===== config.mk =====
export PLATFORM = sky130hd
export DESIGN_NAME = fw_cmd_dispatcher
export DESIGN_NICKNAME = d
export VERILOG_FILES = /design/src/rtl/cms_pix28_package.sv /design/src/rtl/fw_cmd_watchdog.sv /design/src/rtl/fw_cmd_dispatcher.sv
export SDC_FILE = /design/constraint.sdc
export NUM_CORES = 1
export LEC_CHECK = 0
export ABC_CLOCK_PERIOD_IN_PS = 6400
export CAP_MARGIN = 30
export CORE_ASPECT_RATIO = 0.9
export CORE_MARGIN = 10
export CORE_UTILIZATION = 49
export DETAILED_ROUTE_END_ITERATION = 10
export GPL_ROUTABILITY_DRIVEN = 0
export PLACE_DENSITY = 0.83
export REMOVE_ABC_BUFFERS = 1
export SLEW_MARGIN = 0
export SYNTH_ARGS = -nofsm -noshare
export SYNTH_HDL_FRONTEND = slang
export SYNTH_SLANG_ARGS = --single-unit

===== constraint.sdc =====
create_clock -name fw_axi_clk -period 6.4 [get_ports fw_axi_clk]
set_clock_uncertainty 0.15 [all_clocks]
set_input_delay 0.64 -clock fw_axi_clk [delete_from_list [all_inputs] [get_ports fw_axi_clk]]
set_output_delay 0.64 -clock fw_axi_clk [all_outputs]
set_load 0.05 [all_outputs]

===== src/rtl/cms_pix28_package.sv =====
// Shared definitions for the pix28 firmware command path: op codes, status bit map,
// test numbers, firmware ids and the dispatcher FSM state type.
package cms_pix28_package;

  typedef enum logic [3:0] {
    OpNoop           = 4'h0,
    OpWRstFw         = 4'h1,
    OpWCfgStatic0    = 4'h2,
    OpRCfgStatic0    = 4'h3,
    OpWCfgStatic1    = 4'h4,
    OpRCfgStatic1    = 4'h5,
    OpWCfgArray0     = 4'h6,
    OpRCfgArray0     = 4'h7,
    OpWCfgArray1     = 4'h8,
    OpRCfgArray1     = 4'h9,
    OpWCfgArray2     = 4'hA,
    OpRCfgArray2     = 4'hB,
    OpRDataArray0    = 4'hC,
    OpRDataArray1    = 4'hD,
    OpWStatusFwClear = 4'hE,
    OpWExecute       = 4'hF
  } op_code_e;

  typedef enum logic [1:0] {StIdle, StRun, StDone} fw_state_e;

  localparam int unsigned status_index_op_code_w_rst_fw         = 0;
  localparam int unsigned status_index_op_code_w_cfg_static_0   = 1;
  localparam int unsigned status_index_op_code_r_cfg_static_0   = 2;
  localparam int unsigned status_index_op_code_w_cfg_static_1   = 3;
  localparam int unsigned status_index_op_code_r_cfg_static_1   = 4;
  localparam int unsigned status_index_op_code_w_cfg_array_0    = 5;
  localparam int unsigned status_index_op_code_r_cfg_array_0    = 6;
  localparam int unsigned status_index_op_code_w_cfg_array_1    = 7;
  localparam int unsigned status_index_op_code_r_cfg_array_1    = 8;
  localparam int unsigned status_index_op_code_w_cfg_array_2    = 9;
  localparam int unsigned status_index_op_code_r_cfg_array_2    = 10;
  localparam int unsigned status_index_op_code_r_data_array_0   = 11;
  localparam int unsigned status_index_op_code_r_data_array_1   = 12;
  localparam int unsigned status_index_op_code_w_execute        = 13;
  localparam int unsigned status_index_test1_done               = 14;
  localparam int unsigned status_index_test2_done               = 15;
  localparam int unsigned status_index_test3_done               = 16;
  localparam int unsigned status_index_test4_done               = 17;
  localparam int unsigned status_index_test5_done               = 18;
  localparam int unsigned status_index_error_w_execute_cfg      = 31;

  localparam logic [3:0] test_number_1 = 4'h1;
  localparam logic [3:0] test_number_2 = 4'h2;
  localparam logic [3:0] test_number_3 = 4'h4;
  localparam logic [3:0] test_number_4 = 4'h8;
  localparam logic [3:0] test_number_5 = 4'h3;

  localparam logic [3:0] firmware_id_1 = 4'h1;
  localparam logic [3:0] firmware_id_2 = 4'h2;
  localparam logic [3:0] firmware_id_3 = 4'h4;
  localparam logic [3:0] firmware_id_4 = 4'h8;

  function automatic logic test_number_valid(logic [3:0] tn);
    return (tn == test_number_1) || (tn == test_number_2) || (tn == test_number_3) ||
           (tn == test_number_4) || (tn == test_number_5);
  endfunction

  function automatic logic [4:0] test_done_index(logic [3:0] tn);
    logic [4:0] idx;
    idx = 5'(status_index_test1_done);
    case (tn)
      test_number_2: idx = 5'(status_index_test2_done);
      test_number_3: idx = 5'(status_index_test3_done);
      test_number_4: idx = 5'(status_index_test4_done);
      test_number_5: idx = 5'(status_index_test5_done);
      default:       idx = 5'(status_index_test1_done);
    endcase
    return idx;
  endfunction

  // NOOP, W_RST_FW and W_STATUS_FW_CLEAR leave no op-code trace in status.
  function automatic logic op_sets_status(op_code_e op);
    return !(op inside {OpNoop, OpWRstFw, OpWStatusFwClear});
  endfunction

  function automatic logic [4:0] op_status_index(op_code_e op);
    logic [4:0] idx;
    case (op)
      OpWCfgStatic0: idx = 5'(status_index_op_code_w_cfg_static_0);
      OpRCfgStatic0: idx = 5'(status_index_op_code_r_cfg_static_0);
      OpWCfgStatic1: idx = 5'(status_index_op_code_w_cfg_static_1);
      OpRCfgStatic1: idx = 5'(status_index_op_code_r_cfg_static_1);
      OpWCfgArray0:  idx = 5'(status_index_op_code_w_cfg_array_0);
      OpRCfgArray0:  idx = 5'(status_index_op_code_r_cfg_array_0);
      OpWCfgArray1:  idx = 5'(status_index_op_code_w_cfg_array_1);
      OpRCfgArray1:  idx = 5'(status_index_op_code_r_cfg_array_1);
      OpWCfgArray2:  idx = 5'(status_index_op_code_w_cfg_array_2);
      OpRCfgArray2:  idx = 5'(status_index_op_code_r_cfg_array_2);
      OpRDataArray0: idx = 5'(status_index_op_code_r_data_array_0);
      OpRDataArray1: idx = 5'(status_index_op_code_r_data_array_1);
      OpWExecute:    idx = 5'(status_index_op_code_w_execute);
      default:       idx = 5'(status_index_op_code_w_rst_fw);
    endcase
    return idx;
  endfunction

  // 0..2 select cfg_array_0..2, 3..4 select data_array_0..1.
  function automatic logic [2:0] array_sel(op_code_e op);
    logic [2:0] sel;
    case (op)
      OpWCfgArray1, OpRCfgArray1: sel = 3'd1;
      OpWCfgArray2, OpRCfgArray2: sel = 3'd2;
      OpRDataArray0:              sel = 3'd3;
      OpRDataArray1:              sel = 3'd4;
      default:                    sel = 3'd0;
    endcase
    return sel;
  endfunction

endpackage


===== src/rtl/fw_cmd_watchdog.sv =====
// Execute watchdog: counts up while enabled, flags the cycle whose increment lands on
// all-ones so the owner reacts on the same edge the counter saturates.
module fw_cmd_watchdog #(
  parameter int unsigned TIMEOUT_W = 24
) (
  input  logic clk_i,
  input  logic rst_i,
  input  logic clear_i,
  input  logic enable_i,
  output logic expired_o
);

  localparam logic [TIMEOUT_W-1:0] CntOne  = {{(TIMEOUT_W-1){1'b0}}, 1'b1};
  localparam logic [TIMEOUT_W-1:0] CntLast = {{(TIMEOUT_W-1){1'b1}}, 1'b0};

  logic [TIMEOUT_W-1:0] cnt_q, cnt_d;

  always_comb begin
    cnt_d = cnt_q;
    if (clear_i) begin
      cnt_d = '0;
    end else if (enable_i) begin
      cnt_d = cnt_q + CntOne;
    end
  end

  always_ff @(posedge clk_i or posedge rst_i) begin
    if (rst_i) begin
      cnt_q <= '0;
    end else begin
      cnt_q <= cnt_d;
    end
  end

  assign expired_o = enable_i & ~clear_i & (cnt_q == CntLast);

endmodule


===== src/rtl/fw_cmd_dispatcher.sv =====
// Firmware command dispatcher: decodes id-matched command words into config latches,
// read-back, array strobes and a test-execute FSM with watchdog and sticky status.
module fw_cmd_dispatcher
  import cms_pix28_package::*;
#(
  parameter int unsigned TIMEOUT_W = 24,
  parameter logic [3:0]  FW_ID     = firmware_id_1
) (
  input  logic        fw_axi_clk,
  input  logic        fw_rst,
  input  logic        cmd_valid,
  output logic        cmd_ready,
  input  logic [31:0] cmd_word,
  output logic [23:0] cfg_static_0_reg,
  output logic [23:0] cfg_static_1_reg,
  output logic [23:0] execute_cfg_reg,
  output logic [31:0] rd_data,
  output logic        rd_valid,
  output logic        arr_wr,
  output logic        arr_rd,
  output logic [2:0]  arr_sel,
  output logic [23:0] arr_body,
  output logic        test_start,
  output logic        test_abort,
  input  logic        test_done,
  output logic [31:0] status_reg
);

  fw_state_e   state_q, state_d;
  logic        ready_q;
  logic [23:0] cfg0_q, cfg0_d, cfg1_q, cfg1_d, exec_q, exec_d, arr_body_q, arr_body_d;
  logic [31:0] rd_data_q, rd_data_d, status_q, status_d;
  logic        rd_valid_q, rd_valid_d, arr_wr_q, arr_wr_d, arr_rd_q, arr_rd_d;
  logic [2:0]  arr_sel_q, arr_sel_d;
  logic        start_q, start_d, abort_q, abort_d;
  logic [3:0]  run_tn_q, run_tn_d;

  logic        accept, matched, exec_cmd, rst_cmd, tn_ok, running, wd_expired;
  op_code_e    op;
  logic [23:0] body;
  logic [3:0]  tn;

  assign accept   = cmd_valid & ready_q;
  assign matched  = accept & |(cmd_word[31:28] & FW_ID);
  assign op       = op_code_e'(cmd_word[27:24]);
  assign body     = cmd_word[23:0];
  assign tn       = body[15:12];
  assign tn_ok    = test_number_valid(tn);
  assign exec_cmd = matched & (op == OpWExecute);
  assign rst_cmd  = matched & (op == OpWRstFw);
  assign running  = (state_q == StRun);

  fw_cmd_watchdog #(
    .TIMEOUT_W(TIMEOUT_W)
  ) u_watchdog (
    .clk_i    (fw_axi_clk),
    .rst_i    (fw_rst),
    .clear_i  (!running),
    .enable_i (running),
    .expired_o(wd_expired)
  );

  always_ff @(posedge fw_axi_clk or posedge fw_rst) begin
    if (fw_rst) begin
      state_q <= StIdle;
    end else begin
      state_q <= state_d;
    end
  end

  always_comb begin
    state_d = state_q;
    unique case (state_q)
      StIdle: if (exec_cmd && tn_ok) state_d = StRun;
      StRun: begin
        if (test_done) begin
          state_d = StDone;
        end else if (wd_expired) begin
          state_d = StIdle;
        end
      end
      StDone:  state_d = StIdle;
      default: state_d = StIdle;
    endcase
    if (rst_cmd) state_d = StIdle;
  end

  always_comb begin
    cfg0_d     = cfg0_q;
    cfg1_d     = cfg1_q;
    exec_d     = exec_q;
    rd_data_d  = rd_data_q;
    rd_valid_d = 1'b0;
    arr_wr_d   = 1'b0;
    arr_rd_d   = 1'b0;
    arr_sel_d  = arr_sel_q;
    arr_body_d = arr_body_q;
    start_d    = 1'b0;
    abort_d    = 1'b0;
    run_tn_d   = run_tn_q;
    status_d   = status_q;
    if (matched) begin
      unique case (op)
        OpWStatusFwClear: status_d = '0;
        OpWCfgStatic0:    cfg0_d = body;
        OpWCfgStatic1:    cfg1_d = body;
        OpRCfgStatic0: begin
          rd_data_d  = {8'h00, cfg0_q};
          rd_valid_d = 1'b1;
        end
        OpRCfgStatic1: begin
          rd_data_d  = {8'h00, cfg1_q};
          rd_valid_d = 1'b1;
        end
        OpWCfgArray0, OpWCfgArray1, OpWCfgArray2: begin
          arr_wr_d   = 1'b1;
          arr_sel_d  = array_sel(op);
          arr_body_d = body;
        end
        OpRCfgArray0, OpRCfgArray1, OpRCfgArray2, OpRDataArray0, OpRDataArray1: begin
          arr_rd_d   = 1'b1;
          arr_sel_d  = array_sel(op);
          arr_body_d = body;
        end
        OpWExecute: begin
          if (state_q == StIdle) begin
            exec_d = body;
            if (tn_ok) begin
              start_d  = 1'b1;
              run_tn_d = tn;
            end
          end
        end
        default: ;
      endcase
      if (op_sets_status(op)) status_d[op_status_index(op)] = 1'b1;
    end
    // FSM-driven sets come after the clear so a same-cycle clear cannot hide them.
    if (exec_cmd && ((state_q != StIdle) || !tn_ok)) begin
      status_d[status_index_error_w_execute_cfg] = 1'b1;
    end
    if (running && !test_done && wd_expired) begin
      abort_d = 1'b1;
      status_d[status_index_error_w_execute_cfg] = 1'b1;
    end
    if (state_q == StDone) status_d[test_done_index(run_tn_q)] = 1'b1;
    if (rst_cmd) begin
      cfg0_d   = '0;
      cfg1_d   = '0;
      exec_d   = '0;
      status_d = '0;
      status_d[status_index_op_code_w_rst_fw] = 1'b1;
      abort_d  = running;
    end
  end

  always_ff @(posedge fw_axi_clk or posedge fw_rst) begin
    if (fw_rst) begin
      ready_q    <= 1'b0;
      cfg0_q     <= '0;
      cfg1_q     <= '0;
      exec_q     <= '0;
      rd_data_q  <= '0;
      rd_valid_q <= 1'b0;
      arr_wr_q   <= 1'b0;
      arr_rd_q   <= 1'b0;
      arr_sel_q  <= '0;
      arr_body_q <= '0;
      start_q    <= 1'b0;
      abort_q    <= 1'b0;
      run_tn_q   <= '0;
      status_q   <= '0;
    end else begin
      ready_q    <= 1'b1;
      cfg0_q     <= cfg0_d;
      cfg1_q     <= cfg1_d;
      exec_q     <= exec_d;
      rd_data_q  <= rd_data_d;
      rd_valid_q <= rd_valid_d;
      arr_wr_q   <= arr_wr_d;
      arr_rd_q   <= arr_rd_d;
      arr_sel_q  <= arr_sel_d;
      arr_body_q <= arr_body_d;
      start_q    <= start_d;
      abort_q    <= abort_d;
      run_tn_q   <= run_tn_d;
      status_q   <= status_d;
    end
  end

  assign cmd_ready        = ready_q;
  assign cfg_static_0_reg = cfg0_q;
  assign cfg_static_1_reg = cfg1_q;
  assign execute_cfg_reg  = exec_q;
  assign rd_data          = rd_data_q;
  assign rd_valid         = rd_valid_q;
  assign arr_wr           = arr_wr_q;
  assign arr_rd           = arr_rd_q;
  assign arr_sel          = arr_sel_q;
  assign arr_body         = arr_body_q;
  assign test_start       = start_q;
  assign test_abort       = abort_q;
  assign status_reg       = status_q;

endmodule


==> results.txt, run 1 <==
----------------------------------------------------
[Critical path]
  Family with the most delay on the worst path ... buffers and inverters
  Worst R2R Setup Slack ... 3.77 ns
  Required time of the critical path ... approximately 6.6 ns
  Cell chain of the critical path ... clkdlybuf4s50_1, and2_1, nand4_2, buf_4, nor2_2, mux2_2
  Critical path startpoint category ... input pin
  Buffers and inverters on the worst path ... 2
  CP Capture Type ... flip-flop
  Critical-path maximum fanout ... 27
  Stage delay of the slowest cell on the critical path ... approximately 0.99 ns
  Arrival time worst endpoint ... around 3.4 ns
  Slowest cell on the critical path ... sky130_fd_sc_hd__clkdlybuf4s50_1
  Setup Crit Path Kind ... in -> reg

[Power]
  Leakage power summed over all cells ... slightly below 5 nW
  Power per cell area ... 351 nW/um^2
  Peak ir drop on the vdd network ... roughly 0.00025 V

[Clocking]
  Number of hold buffers added after CTS ... 0
  Number of H-tree levels ... 4
  Root Driver ... sky130_fd_sc_hd__clkbuf_16
  Number of cells upsized or downsized after cts ... 0
  Deepest clock path buffer count ... 2
  Clock transition at the registers of the reported paths ... approximately 0.070 ns
  Number of sinks driven by the clock tree ... about 180
  TritonCTS clock tree ... yes
  Number of buffers created by CTS ... 17
  Clk_lat worst skew ... 0.42 ns
  Count of buffers added by post-CTS timing repair for setup ... 0

[Floorplan]
  Top-Level Pins ... ~210
  Area of the core region ... around 16000 um^2
  Placement row count ... 44
  Die Height ... between 100 and 150 um
  Effective utilization at floorplan ... about 50%
  Die area ... 22100 um^2
  Horiz. Die Dim ... ~160 um

[Detailed routing]
  Number of detailed-route iterations in the first pass ... 4
  Final wirelength ... 21500 um
  Initial DRC count ... roughly 250
  Vias per cell ... roughly 5.4
  Total number of vias ... 6264
  DRC violations left ... 0
  Drt wl/cell ... approximately 19 um
  Post-DRT Antenna Nets ... 0

[Synthesis]
  Post-synth top area share ... between 50% and 60%
  Area leader, netlist ... sky130_fd_sc_hd__dfrtp_1
  Cell count after synthesis ... around 770
  Netlist area before placement ... between 8000 and 9000 um^2
  Mean area per synthesized cell ... roughly 11 um^2
  Number of warnings printed during yosys synthesis ... 0
  Number of distinct library cells after synthesis ... 60
  Post-synthesis register bit count ... around 180
  Prevailing post-synth register cell ... sky130_fd_sc_hd__dfrtp_1
  Register area share after synthesis ... 56.6%
  Share of synthesized registers carrying an async set or reset ... 100%
  Area contributors post-synth ... sky130_fd_sc_hd__dfrtp_1, sky130_fd_sc_hd__mux2i_1, sky130_fd_sc_hd__nand2_1, sky130_fd_sc_hd__o21ai_0, sky130_fd_sc_hd__mux2_2
  EDFF count, synth ... 0

[Place]
  # port buffers ... 185
  Post-placement cell area ... ~10000 um^2
  DPL Wire Length ... between 15000 and 20000 um

[Final layout]
  Summed area of non-filler cells in the final layout ... between 10000 and 15000 um^2
  Fill cell total of the finished layout ... roughly 1300
  Layout cell share with drive strength beyond 1 ... 8.79%
  End-of-flow core utilization ... 65.7%
  Synth-to-Final Area Change ... 31.4%
  Fin nets ... 973
  Count of antenna diodes in the layout ... 0

[STA]
  Final setup violation count ... 0
  Final Slew Violations ... 0
  Setup repair after global routing missed its margin ... false
  Worst slew margin ... roughly a third
  Setup Total Neg Slack ... 0 ns
  Worst Tran Pin Value ... between 0.9 and 1 ns
  Achievable Freq ... 305 MHz
  Hold violation count in the final report ... 0
  Min cycle time layout ... 3.27 ns
  Crit share post-route ... approximately half

[Run status]
  Status ... finished, final reports clean

[Global routing]
  Via count of the first global-routing pass ... 6456
  Congestion Overflow GR ... 0
  Aggregate global-route resource usage ... between 10% and 20%
  First-pass GRT wire length ... ~35000 um
  Maximum number of pins on one net before global-route repair ... 86
  Number of antenna violations at the first check in global routing ... 0

[Job]
  Max-cap violations ... 0

[Worst hold path]
  Hold/Removal Path Class ... reg -> reg

----------------------------------------------------
[cells by family (layout without fill, tap and decap cells)]
kind of cell	Yosys count	after routing	share of synthesized area, %
flops	183	183	56.6
mux	79	79	10.2
compound gates	154	154	11.3
xor+xnor	11	11	1.19
buf+inv	75	237	4.48
other cells	2	17	0.0928
fa+ha+maj	6	6	0.927
simple gates	257	257	15.3
[metal layers]
layer | vias to the layer above | track usage (%) | share of wire (%) | routed length, um
met4 | 0 | 6.30 | 1.8 | 381
met1 | 3094 | 24.0 | 41 | 8840
met3 | 29 | 6.38 | 7.6 | 1640
met2 | 175 | 32.3 | 49 | 10600
li1 | 2966 | - | - | -
met5 | - | 0 | 0 | 0
[where the power goes]
part           internal (mW)  switching (mW)  leakage [nW]
clock network          0.554           0.484         0.280
registers               1.32           0.107          2.42
logic                  0.401           0.858          2.24
[stage by stage]
step / worst slack [ns] / std cells / hold WS [ns] / total power, mW
6_report: 3.13 / 1151 / 0.330 / 3.73
5_1_grt: 2.94 / 1151 / 0.351 / 3.89
4_1_cts: 3.15 / 1151 / 0.334 / 3.77
3_5_place_dp: 2.72 / 1119 / 0.319 / 2.72
3_3_place_gp: 2.76 / 1119 / 0.310 / 2.70
2_1_floorplan: 0.638 / 717 / 0.325 / 2.25
[synth_stat cells (8+ instances only)]
master                       n
sky130_fd_sc_hd__mux2_2     30
sky130_fd_sc_hd__o21a_1      8
sky130_fd_sc_hd__nand2_1   112
sky130_fd_sc_hd__mux2i_1    49
sky130_fd_sc_hd__inv_1      10
sky130_fd_sc_hd__dfrtp_1   183
sky130_fd_sc_hd__clkbuf_1   33
sky130_fd_sc_hd__nand4_1     8
sky130_fd_sc_hd__buf_4      16
sky130_fd_sc_hd__nand2b_1    8
sky130_fd_sc_hd__a21oi_1    22
sky130_fd_sc_hd__buf_2      11
sky130_fd_sc_hd__and3_1     11
sky130_fd_sc_hd__o21ai_0    84
sky130_fd_sc_hd__nor2_1     48
sky130_fd_sc_hd__nor3_1      8
sky130_fd_sc_hd__nand3_1    15
[placed cells by master, fill, tap and decap left out, types with 6 or more instances in the layout]
master                            synthesis  layout
sky130_fd_sc_hd__mux2i_1                 49      49
sky130_fd_sc_hd__nor3_1                   8       8
sky130_fd_sc_hd__nor2_1                  48      48
sky130_fd_sc_hd__o211ai_1                 6       6
sky130_fd_sc_hd__mux2_2                  30      30
sky130_fd_sc_hd__buf_4                   16      10
sky130_fd_sc_hd__clkdlybuf4s50_1          0     185
sky130_fd_sc_hd__dfrtp_1                183     183
sky130_fd_sc_hd__nand2b_1                 8       8
sky130_fd_sc_hd__conb_1                   2      17
sky130_fd_sc_hd__inv_1                   10       9
sky130_fd_sc_hd__nand4_1                  8       8
sky130_fd_sc_hd__ha_1                     6       6
sky130_fd_sc_hd__nand3_1                 15      15
sky130_fd_sc_hd__a21oi_1                 22      22
sky130_fd_sc_hd__and3_1                  11      11
sky130_fd_sc_hd__nand2_1                112     112
sky130_fd_sc_hd__o21a_1                   8       8
sky130_fd_sc_hd__o31ai_1                  6       6
sky130_fd_sc_hd__o21ai_0                 84      84
sky130_fd_sc_hd__or3_1                    6       6
sky130_fd_sc_hd__xnor2_1                  6       6
sky130_fd_sc_hd__clkbuf_16                0      17
[worst register-to-register path, delay by kind of cell (launching register included)]
kind	cells	cell delay [ns]
muxes	1	0.38
buffers and inverters	1	0.42
and+or+nand+nor	3	1.19
DFF	1	0.38
[worst paths after layout]
kind / cells after the start / end / start
min in group asynchronous: 2 / status_reg[7] / fw_rst
min: 2 / rd_data[7] / rd_data[7]
max reg2reg: 5 / run_tn_q[1] / cmd_ready
max: 6 / run_tn_q[1] / cmd_word[26]
min reg2reg: 2 / rd_data[7] / rd_data[7]
max in group asynchronous: 3 / execute_cfg_reg[11] / fw_rst
[area by class of cell]
type,instances,area [um^2],share of cell area [%]
Timing Repair Buffer,195,1930,18.1
Clock inverter,15,158,1.48
Sequential cell,183,4580,43.0
Multi-Input combinational cell,524,3250,30.5
Tap cell,207,259,2.43
Clock buffer,17,425,4.00
Inverter,10,42.5,0.400
(Power assumes the default switching activity.)
==> run 2: changes to the inputs <==
- ABC_CLOCK_PERIOD_IN_PS: 6400 -> 3200
- clock period: 6.4 -> 3.2 ns (I/O delays scaled with it)
==> results.txt, run 2 (same netlist as run 1, synthesis figures left out) <==
----------------------------------------------------
[Detailed routing]
  Number of detailed-route iterations in the first pass ... 5 (+1)
  Post-DRT Antenna Nets ... 0 (unchanged)
  Initial DRC count ... 416 (+69%)
  DRC violations left ... 0 (unchanged)
  Total number of vias ... 6438 (+2.8%)
  Final wirelength ... 22400 um (+4.3%)
  Vias per cell ... 5.54 (+1.8%)
  Drt wl/cell ... 19.3 um (+3.3%)

[Critical path]
  Cell chain of the critical path ... clkdlybuf4s50_1, ha_1, or3b_2, a21o_1, buf_4, nand2_1, o21ai_0
  Setup Crit Path Kind ... in -> reg
  Worst R2R Setup Slack ... 1.16 ns (-2.61 ns)
  Critical path startpoint category ... input pin
  Buffers and inverters on the worst path ... 2 (unchanged)
  Stage delay of the slowest cell on the critical path ... 0.66 ns (-0.33 ns)
  Family with the most delay on the worst path ... buffers and inverters
  Arrival time worst endpoint ... 2.57 ns (-0.87 ns)
  Critical-path maximum fanout ... 49 (+81%)
  Required time of the critical path ... 3.32 ns (-3.24 ns)
  CP Capture Type ... flip-flop
  Slowest cell on the critical path ... sky130_fd_sc_hd__clkdlybuf4s50_1

[Global routing]
  Aggregate global-route resource usage ... 20.2% (+0.62 points)
  Congestion Overflow GR ... 0 (unchanged)
  Maximum number of pins on one net before global-route repair ... 62 (-28%)
  First-pass GRT wire length ... 35600 um (+1.8%)
  Via count of the first global-routing pass ... 6572 (+1.8%)
  Number of antenna violations at the first check in global routing ... 0 (unchanged)

[Job]
  Max-cap violations ... 0 (unchanged)

[STA]
  Final setup violation count ... 0 (unchanged)
  Final Hold Slack ... 0.193 ns (-0.137 ns)
  Min cycle time layout ... ~2.4 ns
  Worst Tran Pin Value ... 0.947 ns (-0.0243 ns)
  Setup Total Neg Slack ... 0 ns (unchanged)
  Setup repair after global routing missed its margin ... false
  Achievable Freq ... roughly 410 MHz
  Final Slew Violations ... 0 (unchanged)
  Post-route worst setup slack ... 0.750 ns (-2.38 ns)
  Hold violation count in the final report ... 0 (unchanged)
  Worst slew margin ... 36.8% (+1.6 points)
  Crit share post-route ... 76.6%

[Floorplan]
  Placement row count ... 44 (unchanged)
  Area of the core region ... 16200 um^2 (unchanged)
  Die area ... 22100 um^2 (unchanged)
  Horiz. Die Dim ... 155 um (unchanged)
  Die Height ... 142 um (unchanged)
  Effective utilization at floorplan ... 50.0% (unchanged)
  Top-Level Pins ... 205 (unchanged)

[Clocking]
  Deepest clock path buffer count ... 2 (unchanged)
  Clock transition at the registers of the reported paths ... 0.06 ns (about the same)
  Number of cells upsized or downsized after cts ... 0 (unchanged)
  Number of H-tree levels ... 4 (unchanged)
  Clk_lat worst skew ... 0.43 ns (about the same)
  Number of hold buffers added after CTS ... 0 (unchanged)
  Number of sinks driven by the clock tree ... 183 (unchanged)
  Count of buffers added by post-CTS timing repair for setup ... 0 (unchanged)
  Root Driver ... sky130_fd_sc_hd__clkbuf_16
  Number of buffers created by CTS ... 17 (unchanged)
  TritonCTS clock tree ... yes

[Worst hold path]
  Hold/Removal Path Class ... in -> async

[Final layout]
  Synth-to-Final Area Change ... 33.3%
  Final std cells w/o fill ... 1162 (+0.96%)
  Fin nets ... 984 (+1.1%)
  Highest-count cells in the layout ignoring fill and taps ... sky130_fd_sc_hd__clkdlybuf4s50_1, sky130_fd_sc_hd__dfrtp_1, sky130_fd_sc_hd__nand2_1
  Layout cell share with drive strength beyond 1 ... 9.63% (+0.84 points)
  Most frequent standard cell in the layout excluding fill and tap cells ... sky130_fd_sc_hd__clkdlybuf4s50_1
  Count of antenna diodes in the layout ... 0 (unchanged)

[Place]
  Setup slack at placement ... 0.376 ns (-2.35 ns)
  DPL Wire Length ... 15700 um (+4.4%)
  # port buffers ... 185 (unchanged)
  Cell total after placement ... 1130 (+0.98%)

[Power]
  Power per cell area ... 703 nW/um^2 (+100%)
  Peak ir drop on the vdd network ... 0.000594 V (+140%)
  Overall power of the completed layout ... 7.58 mW (+100%)
  Leakage power summed over all cells ... 5.03 nW (+1.7%)

[Run status]
  Status ... finished, final reports clean

----------------------------------------------------
-- run 2: cell count changes in the layout (fill, tap and decap cells not counted) --
cell,change
sky130_fd_sc_hd__inv_8,-4
sky130_fd_sc_hd__clkinvlp_4,-2
sky130_fd_sc_hd__clkbuf_1,+2
sky130_fd_sc_hd__clkinv_2,+1
sky130_fd_sc_hd__bufinv_16,+2
sky130_fd_sc_hd__buf_4,+7
sky130_fd_sc_hd__clkbuf_8,+1
sky130_fd_sc_hd__buf_12,+4
-- run 2: worst paths after layout --
path | startpoint | to | depth (start not counted)
max in group asynchronous | fw_rst | arr_body[11] | 3
worst min-delay path | fw_rst | status_reg[11] | 2
worst min register to register | rd_data[20] | rd_data[20] | 2
worst max register to register | u_watchdog.cnt_q[2] | u_watchdog.cnt_q[21] | 4
min in group fw_axi_clk | rd_data[20] | rd_data[20] | 2
worst max-delay path | cmd_word[24] | rd_data[16] | 7
-- run 2: stage by stage --
stage	util [%]	instance area [um^2]
5_1_grt	66.7	10800
6_report	66.7	10800
3_3_place_gp	62.9	10200
3_5_place_dp	62.9	10200
4_1_cts	66.7	10800
2_1_floorplan	-	7830
-- run 2: power by group --
group	internal (mW)	switching, mW
sequential	2.65	0.218
combinational	0.815	1.73
clock	1.27	0.905
-- run 2: area by class of cell --
cell class	count	area [um^2]
timing repair buffer	206	2060
clock buffer	20	447
sequential	183	4580
multi-input combinational	524	3250
inverter	10	42.5
tap	207	259
fill	1261	5390
clock inverter	12	163
-- run 2: metal layers --
layer,global-route usage (%),part of all wire [%],up-vias
li1,-,-,2994
met1,25.1,41,3221
met2,33.1,49,204
met3,7.10,8.4,19
met4,5.31,1.6,0
met5,0,0,-
-- run 2: worst register-to-register path, delay by kind of cell, from the launching register on --
kind            cells  cell delay, ns
simple gates        3            1.22
compound gates      1            0.16
flops               1            0.43
